File: src/rtl/wb_port_scheduler_if.sv
// wb_port_scheduler_if -- bundle of the ALU-result, load-data and
// register-file write-port signals around wb_port_scheduler.
//   alu_valid/alu_ready/alu_rd/alu_result : ALU result handshake
//   mem_valid/mem_ready/mem_rd/mem_data   : load data handshake (unbuffered)
//   reg_write/write_rd/write_data         : registered register-file write
//   alu_stall                             : ALU FIFO full indication
// master = issuing side (drives valids/payloads), slave = the scheduler.
interface wb_port_scheduler_if;
  logic        alu_valid;
  logic        alu_ready;
  logic [4:0]  alu_rd;
  logic [63:0] alu_result;
  logic        mem_valid;
  logic        mem_ready;
  logic [4:0]  mem_rd;
  logic [63:0] mem_data;
  logic        reg_write;
  logic [4:0]  write_rd;
  logic [63:0] write_data;
  logic        alu_stall;

  modport master (
    output alu_valid, alu_rd, alu_result, mem_valid, mem_rd, mem_data,
    input  alu_ready, mem_ready, reg_write, write_rd, write_data, alu_stall
  );

  modport slave (
    input  alu_valid, alu_rd, alu_result, mem_valid, mem_rd, mem_data,
    output alu_ready, mem_ready, reg_write, write_rd, write_data, alu_stall
  );
endinterface

File: src/rtl/wb_port_scheduler.sv
// wb_port_scheduler -- shares one register-file write port between the ALU
// result path (buffered in an ALU_DEPTH-entry FIFO) and the load path
// (unbuffered). Loads normally win; after STARVE_LIMIT consecutive load grants
// with ALU entries waiting, one cycle is reserved for the FIFO head.
// Ports:
//   clk   : single clock, rising edge
//   rst_n : synchronous active-low reset
//   bus   : wb_port_scheduler_if.slave (handshakes and write port)
module wb_port_scheduler #(
  parameter int ALU_DEPTH    = 2,
  parameter int STARVE_LIMIT = 4
) (
  input  logic                 clk,
  input  logic                 rst_n,
  wb_port_scheduler_if.slave   bus
);

  localparam int PTR_W = (ALU_DEPTH > 1) ? $clog2(ALU_DEPTH) : 1;
  localparam int CNT_W = $clog2(ALU_DEPTH + 1);
  localparam int STV_W = $clog2(STARVE_LIMIT + 1);
  localparam logic [CNT_W-1:0] DEPTH_C = CNT_W'(ALU_DEPTH);
  localparam logic [STV_W-1:0] LIMIT_C = STV_W'(STARVE_LIMIT);

  typedef enum logic {NORMAL, ALU_PRIO} state_t;

  typedef struct packed {
    logic [4:0]  rd;
    logic [63:0] data;
  } entry_t;

  state_t           state_q, state_d;
  entry_t           fifo_mem [ALU_DEPTH];
  logic [PTR_W-1:0] rd_ptr_q, wr_ptr_q;
  logic [CNT_W-1:0] count_q;
  logic [STV_W-1:0] starve_q, starve_d;

  logic   empty, full;
  logic   alu_fire, mem_fire;
  logic   grant, enq, deq;
  entry_t grant_entry;

  assign empty = (count_q == '0);
  assign full  = (count_q == DEPTH_C);

  // Grant selection, handshake outputs and next-state logic.
  always_comb begin
    // NOTE: every output of this block gets a default first so no path can
    // leave one unassigned and infer a latch.
    state_d       = state_q;
    starve_d      = starve_q;
    grant         = 1'b0;
    enq           = 1'b0;
    deq           = 1'b0;
    grant_entry   = '{rd: bus.mem_rd, data: bus.mem_data};
    bus.alu_ready = 1'b0;
    bus.mem_ready = 1'b0;
    bus.alu_stall = 1'b0;

    // Handshakes are closed while reset is asserted so in-flight inputs drop.
    if (rst_n) begin
      bus.alu_ready = !full;
      bus.alu_stall = full;
      bus.mem_ready = (state_q == NORMAL);
    end

    alu_fire = bus.alu_valid && bus.alu_ready;
    mem_fire = bus.mem_valid && bus.mem_ready;

    if (mem_fire) begin
      grant    = 1'b1;
      enq      = alu_fire;
      // Only loads that overtake waiting ALU entries count as starvation.
      starve_d = empty ? '0 : starve_q + STV_W'(1);
    end else if (!empty) begin
      grant       = 1'b1;
      deq         = 1'b1;
      enq         = alu_fire;
      grant_entry = fifo_mem[rd_ptr_q];
      starve_d    = '0;
    end else if (alu_fire) begin
      // Empty FIFO: the offered result goes straight to the port.
      grant       = 1'b1;
      grant_entry = '{rd: bus.alu_rd, data: bus.alu_result};
      starve_d    = '0;
    end else begin
      starve_d = '0;
    end

    // ALU_PRIO always lasts exactly one cycle: mem_ready is low there, so the
    // FIFO head is the one granted.
    if (state_q == ALU_PRIO) begin
      state_d = NORMAL;
    end else if (starve_d == LIMIT_C) begin
      state_d = ALU_PRIO;
    end
  end

  always_ff @(posedge clk) begin
    // NOTE: sequential state uses non-blocking assignments so every register
    // samples pre-edge values regardless of statement order.
    if (!rst_n) begin
      state_q <= NORMAL;
    end else begin
      state_q <= state_d;
    end
  end

  always_ff @(posedge clk) begin
    if (!rst_n) begin
      starve_q       <= '0;
      count_q        <= '0;
      rd_ptr_q       <= '0;
      wr_ptr_q       <= '0;
      bus.reg_write  <= 1'b0;
      bus.write_rd   <= '0;
      bus.write_data <= '0;
    end else begin
      starve_q <= starve_d;
      count_q  <= count_q + CNT_W'(enq) - CNT_W'(deq);
      if (enq) wr_ptr_q <= wr_ptr_q + PTR_W'(1);
      if (deq) rd_ptr_q <= rd_ptr_q + PTR_W'(1);
      // x0 is hardwired zero: consume the entry but suppress the write.
      bus.reg_write <= grant && (grant_entry.rd != '0);
      if (grant) begin
        bus.write_rd   <= grant_entry.rd;
        bus.write_data <= grant_entry.data;
      end
    end
  end

  // NOTE: FIFO storage is not reset; count and pointers define validity, so
  // stale contents are never observed.
  always_ff @(posedge clk) begin
    if (enq) fifo_mem[wr_ptr_q] <= '{rd: bus.alu_rd, data: bus.alu_result};
  end

endmodule

File: src/flat_wrapper.sv
// flat-port wrapper written by rule: the top's interface ports become plain ports
module wb_port_scheduler_flat 
#(
  parameter int ALU_DEPTH    = 2,
  parameter int STARVE_LIMIT = 4
)
  (clk, rst_n, bus_alu_valid, bus_alu_rd, bus_alu_result, bus_mem_valid, bus_mem_rd, bus_mem_data, bus_alu_ready, bus_mem_ready, bus_reg_write, bus_write_rd, bus_write_data, bus_alu_stall);
  wb_port_scheduler_if bus_i ();
  input  logic clk;
  input  logic rst_n;
  input wire logic [$bits(bus_i.alu_valid)-1:0] bus_alu_valid;
  input wire logic [$bits(bus_i.alu_rd)-1:0] bus_alu_rd;
  input wire logic [$bits(bus_i.alu_result)-1:0] bus_alu_result;
  input wire logic [$bits(bus_i.mem_valid)-1:0] bus_mem_valid;
  input wire logic [$bits(bus_i.mem_rd)-1:0] bus_mem_rd;
  input wire logic [$bits(bus_i.mem_data)-1:0] bus_mem_data;
  output wire logic [$bits(bus_i.alu_ready)-1:0] bus_alu_ready;
  output wire logic [$bits(bus_i.mem_ready)-1:0] bus_mem_ready;
  output wire logic [$bits(bus_i.reg_write)-1:0] bus_reg_write;
  output wire logic [$bits(bus_i.write_rd)-1:0] bus_write_rd;
  output wire logic [$bits(bus_i.write_data)-1:0] bus_write_data;
  output wire logic [$bits(bus_i.alu_stall)-1:0] bus_alu_stall;
  assign bus_i.alu_valid = bus_alu_valid;
  assign bus_i.alu_rd = bus_alu_rd;
  assign bus_i.alu_result = bus_alu_result;
  assign bus_i.mem_valid = bus_mem_valid;
  assign bus_i.mem_rd = bus_mem_rd;
  assign bus_i.mem_data = bus_mem_data;
  assign bus_alu_ready = bus_i.alu_ready;
  assign bus_mem_ready = bus_i.mem_ready;
  assign bus_reg_write = bus_i.reg_write;
  assign bus_write_rd = bus_i.write_rd;
  assign bus_write_data = bus_i.write_data;
  assign bus_alu_stall = bus_i.alu_stall;
  wb_port_scheduler #(.ALU_DEPTH(ALU_DEPTH), .STARVE_LIMIT(STARVE_LIMIT)) u_core (.clk(clk), .rst_n(rst_n), .bus(bus_i));
endmodule
File: config.mk
export PLATFORM = sky130hd
export DESIGN_NAME = wb_port_scheduler_flat
export DESIGN_NICKNAME = d
export VERILOG_FILES = /design/src/rtl/wb_port_scheduler_if.sv /design/src/rtl/wb_port_scheduler.sv /design/src/flat_wrapper.sv
export SDC_FILE = /design/constraint.sdc
export NUM_CORES = 1
export LEC_CHECK = 0
export CAP_MARGIN = 5
export CORE_MARGIN = 2
export CORE_UTILIZATION = 45
export CTS_CLUSTER_SIZE = 10
export DETAILED_ROUTE_END_ITERATION = 6
export PLACE_DENSITY = 0.73
export SYNTH_ARGS = -nofsm -noshare
export SYNTH_HDL_FRONTEND = slang
export SYNTH_SLANG_ARGS = --single-unit
File: constraint.sdc
create_clock -name clk -period 17.7 [get_ports clk]
set_input_delay 5.31 -clock clk [delete_from_list [all_inputs] [get_ports clk]]
set_output_delay 5.31 -clock clk [all_outputs]
set_load 0.02 [all_outputs]
==> run_results.csv, run 1 <==
group,metric,value,unit
final_layout,areaGrowthSynthToFinish,32.5,%
logic_synthesis,ys_warn_count,0,
timing,fin_skew,6.87,ps
logic_synthesis,synth_top_cell_area_share,45.8,%
placed_design,port_buffers,214,
timing,finalHoldViolCount,0,
detailed_routing,drt-total-wl,21.4,mm
logic_synthesis,seq_area_frac_synth,63.3,%
floorplan,initial_core_util,46.2,%
flow_run,maxCapViolCount,0,
logic_synthesis,synth_top_area_cell,"edfxtp_1",
clocking,clockBufferDepth,3,
timing,rsz0062_at_grt,"false",
floorplan,dieHeight,146,µm
final_layout,final_nets,1056,
floorplan,ioPinCount,215,
logic_synthesis,synth.distinct_cells,36,
clocking,cts_sinks,217,
timing,timing.fmax,0.0850,GHz
global_routing,grt_max_degree,84,
detailed_routing,num_vias,6383,
floorplan,fp.dieW,146,µm
logic_synthesis,postSynthCellCount,722,
logic_synthesis,syn-cell-area,9050,µm²
final_layout,num_antenna_cells,0,
detailed_routing,dr.pass1.iters,5,
clocking,hold_buffers,0,
critical_path,r2r_slack,14690,ps
timing,worstMarginPinSlew,999,ps
timing,finalSetupViolations,0,
outcome,status,"finished, final reports clean",
floorplan,coreArea,19600,µm²
critical_path,cp_cell_sequence,"buf_2 > a21boi_0 > clkdlybuf4s50_1",
critical_path,start_kind,"input pin",
critical_path,max_stage_delay,620,ps
timing,drv_slew,0,
placed_design,hpwl,13.0,mm
critical_path,critPathKind,"input pin to output port",
global_routing,overflow,0,
critical_path,end_kind,"output port",
clocking,clkLatencyLatePin,510,ps
logic_synthesis,avgSynthCellArea,12.5,µm²
critical_path,crit_slowest_cell,"clkdlybuf4s50_1",
clocking,cts_max_level,1,
clocking,cts_tree,"done",
global_routing,grt_pass1_vias,6387,
final_layout,layout-drive-gt1-share,4.95,%
global_routing,track_usage,20.1,%
clocking,post_cts_resized,0,
timing,max_slew_margin,33.4,%
power,peakVddDrop,0.0893,mV
critical_path,arrival,6460,ps
floorplan,rows,51,
detailed_routing,viasPerCell,5.35,
clocking,path_clk_slew,60,ps
power,p_leak,4.04,nW
detailed_routing,wl_per_cell,18.0,µm
power,pwr_density_cell,146,nW/µm²
global_routing,grt_pass1_wl,34.5,mm
final_layout,layout.cells.non_filler,1194,
clocking,root_buffer,"clkbuf_16",
clocking,cts_inserted_buffers,25,
placed_design,dp_cells,1149,
placed_design,gp_congestion,0.722,
floorplan,dieArea,21300,µm²
detailed_routing,drc_errors,0,
logic_synthesis,synth_seq_cells,217,
logic_synthesis,synth_area_leaders,"edfxtp_1 46%, dfxtp_1 17%, a211oi_1 9.8%, mux2i_1 7.5%, nor2_1 5.0%",
timing,period_share,66.5,%
global_routing,grt_antenna_before_repair,0,
critical_path,cp_max_fo,18,
hold_path,hold_class,"flop to flop",
timing,tns,0,ps
detailed_routing,drtIter0Drc,318,
logic_synthesis,syn-num-nets,867,
clocking,cts_setup_buffers,0,
timing,period_minus_slack,11770,ps
detailed_routing,final_antenna_net_count,0,
critical_path,cp_data_required_time,12390,ps
layout by cell type, fill, tap and decap left out, types with 12 or more instances in the layout:
| master | count |
|---|---|
| clkbuf_16 | 25 |
| nor3b_1 | 59 |
| clkdlybuf4s50_1 | 213 |
| nor2_1 | 120 |
| a211oi_1 | 118 |
| edfxtp_1 | 138 |
| mux2i_1 | 68 |
| dfxtp_1 | 78 |
| nand2_1 | 12 |
| clkbuf_1 | 19 |
sequential cells by signal, summed over array words and instances, names as in the netlist, named ones only:
register	cells
u_core.fifo_mem	138
u_core.bus.write_rd	5
u_core.bus.reg_write	1
u_core.rd_ptr_q	1
u_core.count_q	2
u_core.state_q	1
u_core.bus.write_data	64
u_core.wr_ptr_q	1
u_core.starve_q	3
where the power goes:
| part | internal (W) | switching (W) | total [W] | leakage, nW |
|---|---|---|---|---|
| Clock | 0.000264 | 0.000186 | 0.000450 | 0.335 |
| Sequential | 0.000618 | 0.0000484 | 0.000666 | 1.91 |
| Combinational | 0.000283 | 0.000356 | 0.000638 | 1.80 |
| Total | 0.00116 | 0.000590 | 0.00175 | 4.04 |
worst max-delay path, delay by kind of cell:
kind | cells | cell delay [ps]
AO/OA/AOI/OAI | 1 | 220
buffers and inverters | 2 | 920
synth_stat cells:
cell type	number
nand3b_1	1
o21ai_0	5
or2_1	1
a221oi_1	7
ha_1	3
a211oi_1	118
o211a_1	5
and2_1	7
a222oi_1	1
and3b_1	2
nor3_4	1
a31oi_1	1
a21o_1	1
and3_1	3
edfxtp_1	138
nand2_1	13
mux2i_1	68
mux2_2	1
inv_1	4
clkbuf_4	1
a221oi_2	2
o21a_1	1
buf_4	13
buf_6	1
o21ai_1	1
clkbuf_1	25
nor3_1	6
buf_2	19
xnor2_1	4
nor3b_1	59
o21bai_1	1
a21boi_0	1
dfxtp_1	79
nand2_2	1
nor2b_1	7
nor2_1	121
cells by family (layout without fill, tap and decap cells):
logic type / after synthesis / in the layout / synth area share (%)
simple gates: 222 / 222 / 12.6
compound gates: 144 / 144 / 12.2
xor+xnor: 4 / 4 / 0.387
mux: 69 / 69 / 7.65
fa+ha+maj: 3 / 3 / 0.415
buf+inv: 63 / 270 / 3.54
flops: 217 / 217 / 63.3
routing by layer:
| metal | part of all wire [%] | vias up | global-route usage [%] |
|---|---|---|---|
| met4 | 2.0 | 0 | 4.90 |
| met1 | 45 | 3061 | 27.6 |
| met3 | 6.1 | 35 | 4.70 |
| met5 | 0 | - | 0 |
| met2 | 47 | 190 | 32.5 |
| li1 | - | 3097 | - |
stage by stage:
step	instance area, µm²	hold slack [ps]	power [W]	utilization [%]	worst slack (ps)
detailed placement	11300	459	0.00132	57.6	5940
finish	12000	467	0.00175	61.2	5930
CTS	12000	467	0.00178	61.2	5920
global route	12000	492	0.00186	61.2	5860
floorplan	9050	424	0.00110	-	6170
global placement	11300	453	0.00131	57.6	5920
area by class of cell:
type                    instances  area, µm²
clock buffers                  44        697
repair buffers                221       2190
well taps                     265        332
fillers                      1601       7590
clock inverters                 1       8.76
multi-input cells             442       3020
flip-flops and latches        217       5730
inverters                       4       15.0
final timing paths:
check | from | cells past startpoint | to
worst max-delay path | rst_n | 3 | bus_alu_ready
worst max register to register | u_core.count_q[1] | 9 | u_core.count_q[1]
worst min-delay path | u_core.starve_q[0] | 1 | u_core.starve_q[0]
worst min register to register | u_core.starve_q[0] | 1 | u_core.starve_q[0]
Note: power is estimated with default switching activity, not from simulation.
==> run 2, diff against run 1 <==
Settings changed: PLACE_DENSITY 0.73 to 0.76.
Clock period 17.7 ns to 10 ns, I/O delays scaled along.
==> run 2 against run 1 <==
Effect of this change: combinational power is 77% higher; via count shrank 0.89%; routed wire length fell by 1.5%; non-clock buffer count unchanged; die area stayed put; critical path depth unchanged.
==> run_results.csv, run 2 (synthesized netlist as in run 1, its figures left out) <==
group,metric,value,unit
hold_path,min_path_cells,1,
floorplan,dieArea,21300,µm²
floorplan,coreArea,19600,µm²
critical_path,start_kind,"input pin",
global_routing,grt_max_degree,72,
clocking,clockBufferDepth,3,
clocking,cts_max_level,1,
clocking,cts_inserted_buffers,25,
timing,period_minus_slack,7100,ps
final_layout,layout.cells.non_filler,1193,
timing,finalHoldViolCount,0,
global_routing,overflow,0,
floorplan,rows,51,
placed_design,port_buffers,214,
timing,fin_skew,4.67,ps
critical_path,cp_data_required_time,7000,ps
timing,rsz0062_at_grt,"false",
power,p_leak,4.04,nW
detailed_routing,wl_per_cell,17.7,µm
final_layout,final_common_cell,"clkdlybuf4s50_1",
placed_design,hpwl,12.9,mm
global_routing,grt_pass1_wl,33.9,mm
timing,max_slew_margin,26.8,%
critical_path,r2r_slack,6980,ps
timing,drv_slew,0,
flow_run,maxCapViolCount,0,
global_routing,grt_pass1_vias,6566,
clocking,cts_tree,"done",
final_layout,layout-drive-gt1-share,4.85,%
critical_path,end_kind,"output port",
floorplan,ioPinCount,215,
floorplan,dieHeight,146,µm
critical_path,rr_endpoint,"u_core.count_q[0]",
power,peakVddDrop,0.153,mV
critical_path,cp_max_fo,17,
final_layout,areaGrowthSynthToFinish,32.4,%
clocking,path_clk_slew,60,ps
clocking,cts_sinks,217,
global_routing,track_usage,19.6,%
clocking,clkLatencyLatePin,500,ps
detailed_routing,drtIter0Drc,198,
detailed_routing,final_antenna_net_count,0,
timing,tns,0,ps
critical_path,r2r.worst_path.cells,8,
clocking,post_cts_resized,0,
critical_path,critPathKind,"input pin to output port",
final_layout,reg_top3,"u_core.fifo_mem: 138 flops, u_core.bus.write_data: 64 flops, u_core.bus.write_rd: 5 flops",
detailed_routing,viasPerCell,5.30,
clocking,root_buffer,"clkbuf_16",
final_layout,nFillCells,1577,
timing,period_share,71.0,%
hold_path,hold_class,"flop to flop",
final_layout,num_antenna_cells,0,
power,pwr_density_cell,259,nW/µm²
final_layout,final_cell_mix,"213 x clkdlybuf4s50_1, 138 x edfxtp_1, 120 x nor2_1",
detailed_routing,num_vias,6326,
detailed_routing,drt-total-wl,21.1,mm
outcome,status,"finished, final reports clean",
detailed_routing,drc_errors,0,
critical_path,critPathCapture,"bus_alu_ready",
final_layout,final_nets,1056,
global_routing,grt_antenna_before_repair,0,
clocking,cts_setup_buffers,0,
detailed_routing,dr.pass1.iters,4,
timing,finalSetupViolations,0,
clocking,hold_buffers,0,
placed_design,gp_congestion,0.786,
timing,timing.fmax,0.141,GHz
floorplan,initial_core_util,46.2,%
final_layout,largest_reg_flops,138,
critical_path,cp-startpoint,"rst_n",
placed_design,dp_cells,1149,
final_layout,regMostFlops,"u_core.fifo_mem",
critical_path,reg2reg_from,"u_core.count_q[1]",
floorplan,fp.dieW,146,µm
timing,worstMarginPinSlew,1100,ps
critical_path,arrival,4100,ps
[run 2: cell types whose count changed in the layout (fill, tap and decap cells not counted), sizes merged]
cell	previous run	this run
inv	5	4
[run 2: worst max-delay path: stages]
cell             delay (ps)
buf_2                   260
a21boi_0                210
clkdlybuf4s50_1         620
[run 2: metal layers]
| layer | GRT usage (%) | vias up | routed length, µm |
|---|---|---|---|
| met3 | 3.98 | 49 | 1160 |
| li1 | - | 3102 | - |
| met2 | 32.6 | 190 | 9820 |
| met5 | 0 | - | 0 |
| met4 | 6.62 | 0 | 666 |
| met1 | 25.7 | 2985 | 9460 |
[run 2: power breakdown]
group | internal [W] | total (W) | leakage (nW) | switching, W
logic | 0.000499 | 0.00113 | 1.80 | 0.000626
registers | 0.00109 | 0.00118 | 1.91 | 0.0000864
clock network | 0.000466 | 0.000799 | 0.331 | 0.000333
[run 2: through the flow]
stage	hold slack (ps)	instance area, µm²	power, W	utilization [%]	setup WS (ps)
finish	463	12000	0.00310	61.2	2900
global route	503	12000	0.00328	61.2	2750
CTS	470	12000	0.00314	61.2	2890
detailed placement	456	11300	0.00233	57.6	2910
global placement	444	11300	0.00232	57.6	2890
floorplan	424	9050	0.00195	-	3090
[run 2: area by class of cell]
class	instances	area [µm²]	area share [%]
well taps	265	332	2.77
flip-flops and latches	217	5730	47.8
multi-input cells	442	3020	25.2
repair buffers	221	2190	18.3
inverters	4	15.0	0.125
clock buffers	44	697	5.81
[run 2: worst min path at each step]
| stage | startpoint | endpoint |
|---|---|---|
| 2_1_floorplan | u_core.starve_q[0] | u_core.starve_q[0] |
| 5_1_grt | u_core.starve_q[0] | u_core.starve_q[0] |
| 3_3_place_gp | u_core.starve_q[0] | u_core.starve_q[0] |
| 6_report | u_core.starve_q[0] | u_core.starve_q[0] |
| 4_1_cts | u_core.starve_q[0] | u_core.starve_q[0] |
| 3_5_place_dp | u_core.starve_q[0] | u_core.starve_q[0] |
==> run 3, diff against run 2 <==
Settings changed: PLACE_DENSITY 0.76 to 0.73.
Clock period 10 ns to 7.25 ns, I/O delays scaled along.
==> run 3 against run 2 <==
Effect of this change: via count grew 0.55%; total power is 38% higher; core utilization grew 0.13 points; critical path depth stayed put; sequential power is 39% higher; routed wire length rose by 1.5%; non-clock buffer count did not move; cell count rose by 0.17%; die area is the same; highest routed layer unchanged.
==> run_results.csv, run 3 (synthesized netlist as in run 1, its figures left out) <==
group,metric,value,unit
outcome,status,"finished, final reports clean",
power,p_int,0.00285,W
placed_design,dp_slack,1770,ps
detailed_routing,num_vias,6361,
timing,worstMarginPinSlew,1070,ps
detailed_routing,wl_per_cell,17.9,µm
timing,finalHoldViolCount,0,
clocking,cts_inserted_buffers,25,
power,pwr_density_cell,358,nW/µm²
final_layout,layout-drive-gt1-share,4.95,%
critical_path,cp-startpoint,"rst_n",
global_routing,grt_pass1_wl,34.3,mm
hold_path,hold_class,"flop to flop",
final_layout,reg_top3,"u_core.fifo_mem: 138 flops, u_core.bus.write_data: 64 flops, u_core.bus.write_rd: 5 flops",
placed_design,dp_cells,1149,
placed_design,hpwl,13.1,mm
timing,period_share,75.3,%
final_layout,regMostFlops,"u_core.fifo_mem",
timing,rsz0062_at_grt,"false",
timing,finalSetupViolations,0,
global_routing,grt_antenna_before_repair,1,
floorplan,dieArea,21300,µm²
final_layout,final_common_cell,"clkdlybuf4s50_1",
global_routing,track_usage,20.0,%
power,p_leak,4.05,nW
timing,fin_skew,6.84,ps
floorplan,ioPinCount,215,
critical_path,end_kind,"output port",
clocking,cts_setup_buffers,0,
detailed_routing,dr.pass1.iters,4,
final_layout,layout.cells.non_filler,1195,
timing,timing.fmax,0.183,GHz
final_layout,largest_reg_flops,138,
timing,worst_slack,1790,ps
floorplan,dieHeight,146,µm
detailed_routing,drc_errors,0,
power,pwr-share-clk,25.7,%
critical_path,critPathKind,"input pin to output port",
critical_path,cp_data_required_time,5080,ps
flow_run,maxCapViolCount,0,
final_layout,final_nets,1056,
clocking,cts_max_level,1,
power,peakVddDrop,0.218,mV
global_routing,overflow,0,
critical_path,reg2reg_from,"u_core.count_q[1]",
final_layout,stdcell_area,12000,µm²
placed_design,port_buffers,214,
clocking,hold_buffers,0,
clocking,clkLatencyLatePin,500,ps
timing,period_minus_slack,5460,ps
timing,tns,0,ps
detailed_routing,drtIter0Drc,286,
timing,max_slew_margin,28.2,%
global_routing,grt_pass1_vias,6517,
critical_path,cp_max_fo,19,
global_routing,grt_max_degree,71,
clocking,clockBufferDepth,3,
timing,drv_slew,0,
critical_path,start_kind,"input pin",
clocking,cts_sinks,217,
floorplan,rows,51,
clocking,post_cts_resized,0,
floorplan,coreArea,19600,µm²
clocking,cts_tree,"done",
hold_path,worstHoldStart,"u_core.starve_q[0]",
placed_design,gp_congestion,0.732,
power,pwr-share-seq,38.1,%
clocking,path_clk_slew,60,ps
detailed_routing,drt-total-wl,21.4,mm
power,pwr-share-comb,36.2,%
floorplan,initial_core_util,46.2,%
floorplan,fp.dieW,146,µm
clocking,root_buffer,"clkbuf_16",
power,p_sw,0.00145,W
final_layout,final_cell_mix,"213 x clkdlybuf4s50_1, 138 x edfxtp_1, 120 x nor2_1",
detailed_routing,final_antenna_net_count,0,
power,p_sw_share,33.7,%
detailed_routing,viasPerCell,5.32,
final_layout,num_antenna_cells,0,
placed_design,placed_cell_area,11300,µm²
final_layout,areaGrowthSynthToFinish,32.7,%
critical_path,arrival,3280,ps
run 3: cell types whose count changed in the layout (fill, tap and decap cells not counted):
cell and change:
buf_12 +1, buf_4 -1, clkbuf_1 +1, inv_6 +1
run 3: power by group through the flow:
stage / logic, W / registers (W) / clock network, W
4_1_cts: 0.00157 / 0.00164 / 0.00114
3_3_place_gp: 0.00155 / 0.00166 / 0
5_1_grt: 0.00170 / 0.00166 / 0.00119
3_5_place_dp: 0.00157 / 0.00166 / 0
6_report: 0.00155 / 0.00164 / 0.00110
2_1_floorplan: 0.000917 / 0.00178 / 0
run 3: critical path, cell delays in order:
cell and delay (ps):
buf_2 270, a21boi_0 210, clkdlybuf4s50_1 620
run 3: path summary, 6_finish.rpt:
path	end	slack, ps	cells past startpoint
min	u_core.starve_q[0]	460	1
max	bus_alu_ready	1790	3
max reg2reg	u_core.count_q[0]	4280	8
min reg2reg	u_core.starve_q[0]	460	1
run 3: metrics by stage:
step	util (%)	hold WS, ps	power (W)
detailed placement	57.7	461	0.00323
global route	61.3	498	0.00455
finish	61.3	461	0.00429
global placement	57.7	450	0.00321
floorplan	-	424	0.00270
CTS	61.3	467	0.00435
run 3: layout make-up:
| class | instances | area [µm²] |
|---|---|---|
| clock inverter | 1 | 8.76 |
| clock buffer | 45 | 701 |
| fill | 1622 | 7580 |
| timing repair buffer | 221 | 2200 |
| tap | 265 | 332 |
| inverter | 4 | 15.0 |
| sequential | 217 | 5730 |
| multi-input combinational | 442 | 3020 |
run 3: metal layers:
layer  vias to the layer above  routed length [µm]  global-route usage, %
li1                       3112                   -                      -
met1                      3041                9720                   26.9
met2                       176                9980                   32.9
met3                        32                1290                   4.36
met4                         0                 438                   5.29
met5                         -                   0                      0
